$ cat src/rtl/f1_reaction_timer.sv
`default_nettype none
// f1_reaction_timer: random hold delay from a 7-bit LFSR, then counts ticks from lights-out
// to the driver's press edge; a press during the hold is reported as a false start. Rev 1.0
module f1_reaction_timer #(
  parameter int WIDTH  = 8,
  parameter int TIME_W = 16
) (
  input  logic              clk,
  input  logic              rst,
  input  logic              tick,
  input  logic [WIDTH-1:0]  lights,
  input  logic              press,
  output logic              lights_out,
  output logic              busy,
  output logic              valid,
  output logic [TIME_W-1:0] react_time,
  output logic              false_start
);

  typedef enum logic [1:0] {
    IDLE       = 2'd0,
    HOLD       = 2'd1,
    TIMING     = 2'd2,
    WAIT_CLEAR = 2'd3
  } state_t;

  state_t            state_q, state_d;
  logic [6:0]        lfsr_q, lfsr_d;
  logic [6:0]        delay_q, delay_d;
  logic              press_q;
  logic [TIME_W-1:0] timer_q, timer_d;
  logic [TIME_W-1:0] react_q, react_d;
  logic              valid_q, valid_d;
  logic              fs_q, fs_d;
  logic              lights_full;
  logic              press_edge;

  assign lights_full = &lights;
  assign press_edge  = press & ~press_q;

  always_ff @(posedge clk) begin
    if (!rst) begin
      state_q <= IDLE;
      lfsr_q  <= 7'h01;
      press_q <= 1'b0;
      delay_q <= 7'd0;
      timer_q <= '0;
      react_q <= '0;
      valid_q <= 1'b0;
      fs_q    <= 1'b0;
    end else begin
      state_q <= state_d;
      lfsr_q  <= lfsr_d;
      press_q <= press;
      delay_q <= delay_d;
      timer_q <= timer_d;
      react_q <= react_d;
      valid_q <= valid_d;
      fs_q    <= fs_d;
    end
  end

  always_comb begin
    state_d = state_q;
    lfsr_d  = {lfsr_q[5:0], lfsr_q[6] ^ lfsr_q[5]};
    delay_d = delay_q;
    timer_d = timer_q;
    react_d = react_q;
    valid_d = 1'b0;
    fs_d    = 1'b0;
    unique case (state_q)
      IDLE: begin
        if (lights_full) begin
          delay_d = lfsr_q;
          state_d = HOLD;
        end
      end
      HOLD: begin
        // A press beats a coincident final tick: the driver jumped the start.
        if (press_edge) begin
          fs_d    = 1'b1;
          state_d = WAIT_CLEAR;
        end else if (tick) begin
          delay_d = delay_q - 7'd1;
          if (delay_q == 7'd1) begin
            timer_d = '0;
            state_d = TIMING;
          end
        end
      end
      TIMING: begin
        if (press_edge) begin
          react_d = timer_q;
          valid_d = 1'b1;
          state_d = WAIT_CLEAR;
        end else if (tick && !(&timer_q)) begin
          timer_d = timer_q + TIME_W'(1);
        end
      end
      WAIT_CLEAR: begin
        if (!lights_full) state_d = IDLE;
      end
      default: state_d = IDLE;
    endcase
  end

  assign lights_out  = (state_q == TIMING);
  assign busy        = (state_q == HOLD) || (state_q == TIMING);
  assign valid       = valid_q;
  assign false_start = fs_q;
  assign react_time  = react_q;

endmodule
`default_nettype wire

$ cat config.mk
export PLATFORM = sky130hd
export DESIGN_NAME = f1_reaction_timer
export DESIGN_NICKNAME = d
export VERILOG_FILES = /design/src/rtl/f1_reaction_timer.sv
export SDC_FILE = /design/constraint.sdc
export NUM_CORES = 1
export LEC_CHECK = 0
export ABC_AREA = 1
export BUFFER_PORTS_ARGS = -buffer_cell sky130_fd_sc_hd__clkbuf_2
export CAP_MARGIN = 5
export CORE_MARGIN = 2
export CORE_UTILIZATION = 40
export CTS_CLUSTER_DIAMETER = 30
export DETAILED_ROUTE_END_ITERATION = 7
export PLACE_DENSITY = 0.58
export SETUP_SLACK_MARGIN = 0.02
export SKIP_LAST_GASP = 1
export SYNTH_ARGS = -nofsm -noshare
export SYNTH_HDL_FRONTEND = slang
export SYNTH_SLANG_ARGS = --single-unit
$ cat constraint.sdc
create_clock -name clk -period 5 [get_ports clk]
set_clock_uncertainty 0.05 [all_clocks]
set_input_delay 0.25 -clock clk [delete_from_list [all_inputs] [get_ports clk]]
set_output_delay 0.25 -clock clk [all_outputs]
set_load 0.01 [all_outputs]
# Word-level counts from Yosys, hierarchy flattened
# Index checks and enable logic that the tools add are counted.
[word_totals]
ff_bits = 51
output_inout_bits = 20
word_cells = 59
[classes]
addsub = 2
eq_ne = 14
muxes = 18
n_bitwise = 3
n_reduce_logical = 14
[ops]
columns = ["op", "count"]
rows = [
  ["2-to-1 mux 16 bit", 5],
  ["case mux 16 bit (2 select lines)", 1],
  ["2-to-1 mux 7 bit", 3],
  ["adder 16 x 1 -> 16 bit (second input constant)", 1],
  ["AND reduction 16 bit", 1],
  ["case mux 7 bit (2 select lines)", 1],
  ["2-to-1 mux 2 bit", 6],
  ["inequality test 2 bit (second input constant)", 6],
  ["case mux 2 bit (4 select lines)", 1],
  ["AND reduction 8 bit", 1],
  ["== test 7 x 1 -> 1 bit (second input constant)", 1],
  ["subtractor 7 x 1 -> 7 bit (second input constant)", 1],
  ["inequality test 3 bit (second input constant)", 2],
  ["AND reduction 2 bit", 3],
  ["AND reduction 6 bit", 1],
  ["AND reduction 5 bit", 1],
  ["== test 2 bit (second input constant)", 2],
  ["inequality test 2 x 1 -> 1 bit (second input constant)", 2],
  ["AND reduction 4 bit", 1],
  ["nonzero test 2 bit", 2],
  ["== test 2 x 1 -> 1 bit (second input constant)", 1],
  ["logical NOT 2 bit", 1],
  ["bitwise AND 1 bit", 1],
  ["logical AND 1 bit", 1],
  ["5 further kinds", 5],
]

# Logic depth before layout (Yosys ltp)
[logic_depth]
depth_word = 6
mapped_depth = 11
mapped_depth_nobuf = 11

# Worst setup path after synthesis
# No wires, ideal clock.
[synth_path]
path_kind = "register to register"
start = "register state_q[0]"
end = "register timer_q[13]"
setup_ns = 0.113
arrival_time_ns = 1.592
slack_ns = 3.245
path_stages_with_launch = 12
n_path_buf = 2
period_less_slack_ns = 1.755
path_cell_list = "dfxtp_1 -> inv_1 -> ha_1 -> buf_6 -> inv_2 -> nand2_1 -> nand3_2 -> a21oi_4 -> buf_4 -> nand3_1 -> nand2_1 -> nor2_1"
[synth_between]
elab_chain_len = 3
[synth_lines]
columns = ["element", "line_no", "rtl"]
rows = [
  ["start, declared", "27", "state_t state_q, state_d;"],
  ["start signal, assigned", "52", "state_q <= state_d;"],
  ["== test 2 bit *", "-", ""],
  ["named net lights_out", "13", "output logic lights_out,"],
  ["inequality test 2 x 1 -> 1 bit (no line) (tied with other cells)", "-", ""],
  ["AND reduction 6 bit (no line)", "-", ""],
  ["end signal, assigned", "56", "timer_q <= timer_d;"],
  ["end, declared", "31", "logic [TIME_W-1:0] timer_q, timer_d;"],
]
# Mark *: on every way through the listed nets, which the timed path passes. The rest lies on a longest branch.
# A chain may end at the register's enable or synchronous reset.

# Worst setup path after layout
[layout_path]
start = "register state_q[1]"
end = "register timer_q[14]"
[layout_between]
elab_chain_len = 3
[layout_lines]
columns = ["element", "line_no", "rtl"]
rows = [
  ["== test 2 x 1 -> 1 bit or == test 2 bit (tied branches)", "71", "unique case (state_q)"],
  ["inequality test 2 bit (no line) (tied with other cells)", "-", ""],
  ["AND reduction 6 bit (no line)", "-", ""],
]
# Parallel ways exist; a longest one is shown, timed or not.

==> summary.md <==
| Metric | Value |
|---|---|
| DP Wirelength | `4250 µm` |
| Maximum root-to-sink buffer count | `2` |
| Peak Freq | `0.404 GHz` |
| Critical-path cell list | `inv_1, ha_1, inv_1, nand2_1, nand3_2, a21oi_4, nand2_4, inv_2, nor2_1, nor2_1` |
| Synth top cells by count | `109 x nand2_1, 54 x nand3_1, 51 x dfxtp_1` |
| Critical path destination | `timer_q[14]$_SDFFE_PN0P_` |
| Post-synth EDFFs | `0` |
| Post-Place Setup Slack | `2.53 ns` |
| Synthesized area | `0.00268 mm²` |
| Vias per inst | `4.95` |
| Htree depth | `2` |
| Gr ovfl total | `0` |
| Post-cts hold buffer count | `0` |
| Final wirelength | `6080 µm` |
| Io pins | `32` |
| Final Core Density | `45.6%` |
| Core Region | `0.00642 mm²` |
| Vias in the first global route | `2359` |
| Kind of critical path | `register to register` |
| CTS resizes | `0` |
| Post-DRT Antenna Nets | `0` |
| First drt pass iteration count | `7` |
| Final nets | `443` |
| Yosys reg bits | `51` |
| Die Width | `85.8 µm` |
| Asr flop ratio synth | `0%` |
| Startpoint Class | `register` |
| Final slew viol count | `0` |
| Most frequent cell after synthesis | `nand2_1` |
| Max-cap violations | `0` |
| RSZ-0062 raised after global routing | `false` |
| CTS tree | `built` |
| Slowest-stage cell, CP | `ha_1` |
| Reg2Reg Depth | `10` |
| Top cell type by total area after synthesis | `dfxtp_1` |
| Num rows | `29` |
| Lkg Pwr | `0.00119 µW` |
| Slew margin rel. | `60.8%` |
| Status | `complete, but fails checks` |
| Reg2reg start | `state_q[1]$_SDFFE_PN0P_` |
| Initial antenna violation count | `0` |
| Critical Path RT | `5.20 ns` |
| DR WL/cell | `12.1 µm` |
| CTS Buf Count | `5` |
| Placer Congestion | `0.805` |
| Share of the synthesized area in the top cell type | `38.1%` |
| Failing checks | `DRC` |
| Die Footprint | `0.00736 mm²` |
| GRT Total Usage | `18.1%` |
| Synth warn | `0` |
| Final min period | `2.48 ns` |
| Net Count, Synth | `418` |
| Tcrit/Tclk final | `49.5%` |
| Clock Latency Late Sink | `0.31 ns` |
| Setup crit start | `state_q[1]$_SDFFE_PN0P_` |
| DRT iter0 DRCs | `136` |
| Die height | `85.8 µm` |
| I/O Buffers | `31` |
| Maximum VDD drop | `0.131 mV` |
| Yosys cell types | `28` |
| First-pass GRT wire length | `10900 µm` |
| Sequential-to-total area share from yosys stat | `38.1%` |
| Reg2Reg Setup Slack | `2.52 ns` |
| Post-route setup slack | `2.52 ns` |
| Setup TNS | `0 ns` |
| Worst Path Max Fanout | `19` |
| # fillers | `688` |
| Syn Inst Count | `398` |
| Slew @ Worst Pin | `0.586 ns` |
| Initial Util | `41.7%` |
| Area Overhead vs Synth | `9.35%` |
| Drc violations | `3` |
| Final setup viols | `0` |
| Clk Tree Root Cell | `clkbuf_8` |
| Hold Violations, Final | `0` |
| Synth area leaders | `dfxtp_1 38%, nand2_1 15%, nand3_1 10%` |
| R2r endpoint | `timer_q[14]$_SDFFE_PN0P_` |
| Antenna diode count | `0` |
| Avg Synthesized Cell Area | `6.73 µm²` |
| Via count of the routed design | `2479` |
| Worst hold path class | `input port to register` |
| Reg clk slew, reported paths | `0.09 ns` |
| Crit path arrival time | `2.67 ns` |
| Largest net degree at the start of global routing | `29` |
| Total clock sinks | `51` |
| Fin Hold WS | `0.0969 ns` |
| PwrDens | `298 mW/mm²` |
| Crit. End Element | `register` |
| Critical path's largest stage delay | `0.48 ns` |
| Primary FF master, synth | `dfxtp_1` |
| Fraction of layout cells with a size suffix above 1 | `12.7%` |
| Post-CTS setup buffer count | `0` |
==> state kept, by name (all words and copies together), names as in the netlist <==
register	cells
press_q	1
valid	1
lfsr_q	7
timer_q	16
false_start	1
delay_q	7
react_time	16
state_q	2
==> worst max-delay path, delay by kind of cell (launching register included) <==
kind	cells	cell delay (ns)
buffers and inverters	3	0.55
and+or+nand+nor	5	0.53
adders and majority gates	1	0.48
AOI/OAI and AO/OA	1	0.48
DFF	1	0.35
==> how the worst min path moves through the flow <==
| stage | start | end | slack (ns) | depth (start not counted) |
|---|---|---|---|---|
| 2_1_floorplan | press | press_q$_SDFF_PN0_ | 0.29 | 2 |
| 3_3_place_gp | lfsr_q[0]$_SDFF_PN1_ | lfsr_q[1]$_SDFF_PN0_ | 0.37 | 2 |
| 3_5_place_dp | lfsr_q[1]$_SDFF_PN0_ | lfsr_q[2]$_SDFF_PN0_ | 0.37 | 2 |
| 4_1_cts | press | press_q$_SDFF_PN0_ | 0.09 | 3 |
| 5_1_grt | press | press_q$_SDFF_PN0_ | 0.14 | 3 |
| 6_report | press | press_q$_SDFF_PN0_ | 0.1 | 3 |
==> layout by cell type (no fill, tap or decap) <==
| cell | n |
|---|---|
| o21ai_4 | 1 |
| buf_4 | 1 |
| clkinv_1 | 1 |
| nand3b_1 | 1 |
| clkbuf_8 | 5 |
| xnor2_1 | 2 |
| inv_2 | 4 |
| nand4_1 | 3 |
| nand3_2 | 2 |
| clkbuf_1 | 1 |
| dfxtp_1 | 51 |
| a31oi_1 | 2 |
| clkinvlp_4 | 1 |
| o21ai_0 | 18 |
| a21oi_1 | 30 |
| nand2_1 | 109 |
| nor3_1 | 4 |
| clkinv_2 | 1 |
| o21bai_1 | 1 |
| nor2_1 | 50 |
| or2_2 | 1 |
| nand3_1 | 54 |
| nand2_2 | 1 |
| nand2_4 | 3 |
| clkbuf_2 | 31 |
| inv_1 | 35 |
| ha_1 | 8 |
| nor2_4 | 2 |
| a21oi_4 | 1 |
==> where the power goes <==
group          switching, µW  internal, µW
registers               22.3           427
clock network            141          98.3
logic                    118          65.5
total                    281           591
==> kinds of logic (layout without fill, tap and decap cells) <==
logic type | count (synthesis) | after routing | synth area share, %
flops | 51 | 51 | 38.1
xor+xnor | 2 | 2 | 0.654
simple gates | 230 | 230 | 37.4
buf+inv | 54 | 80 | 9.11
fa+ha+maj | 8 | 8 | 3.74
compound gates | 53 | 53 | 10.9
==> per-layer routing <==
metal / share of wire, % / wire length, µm / GRT usage (%)
met1: 50 / 3030 / 25.0
met4: 1.2 / 73 / 6.35
met2: 45 / 2760 / 28.7
met3: 3.5 / 215 / 3.08
met5: 0 / 0 / 0
==> metrics by stage <==
stage | std cells | cell area, µm² | power, µW
6_report | 501 | 2930 | 872
3_5_place_dp | 493 | 2840 | 640
3_3_place_gp | 493 | 2840 | 640
4_1_cts | 501 | 2930 | 880
5_1_grt | 501 | 2930 | 934
2_1_floorplan | 398 | 2680 | 604
==> cell type report <==
class,count,area [µm²],area share (%)
well taps,77,96.3,3.29
clock inverters,2,12.5,0.427
repair buffers,32,163,5.56
clock buffers,6,72.6,2.48
multi-input cells,293,1410,48.2
flip-flops and latches,51,1020,34.9
inverters,40,150,5.13
No activity file was read; power rests on OpenSTA's default activity.
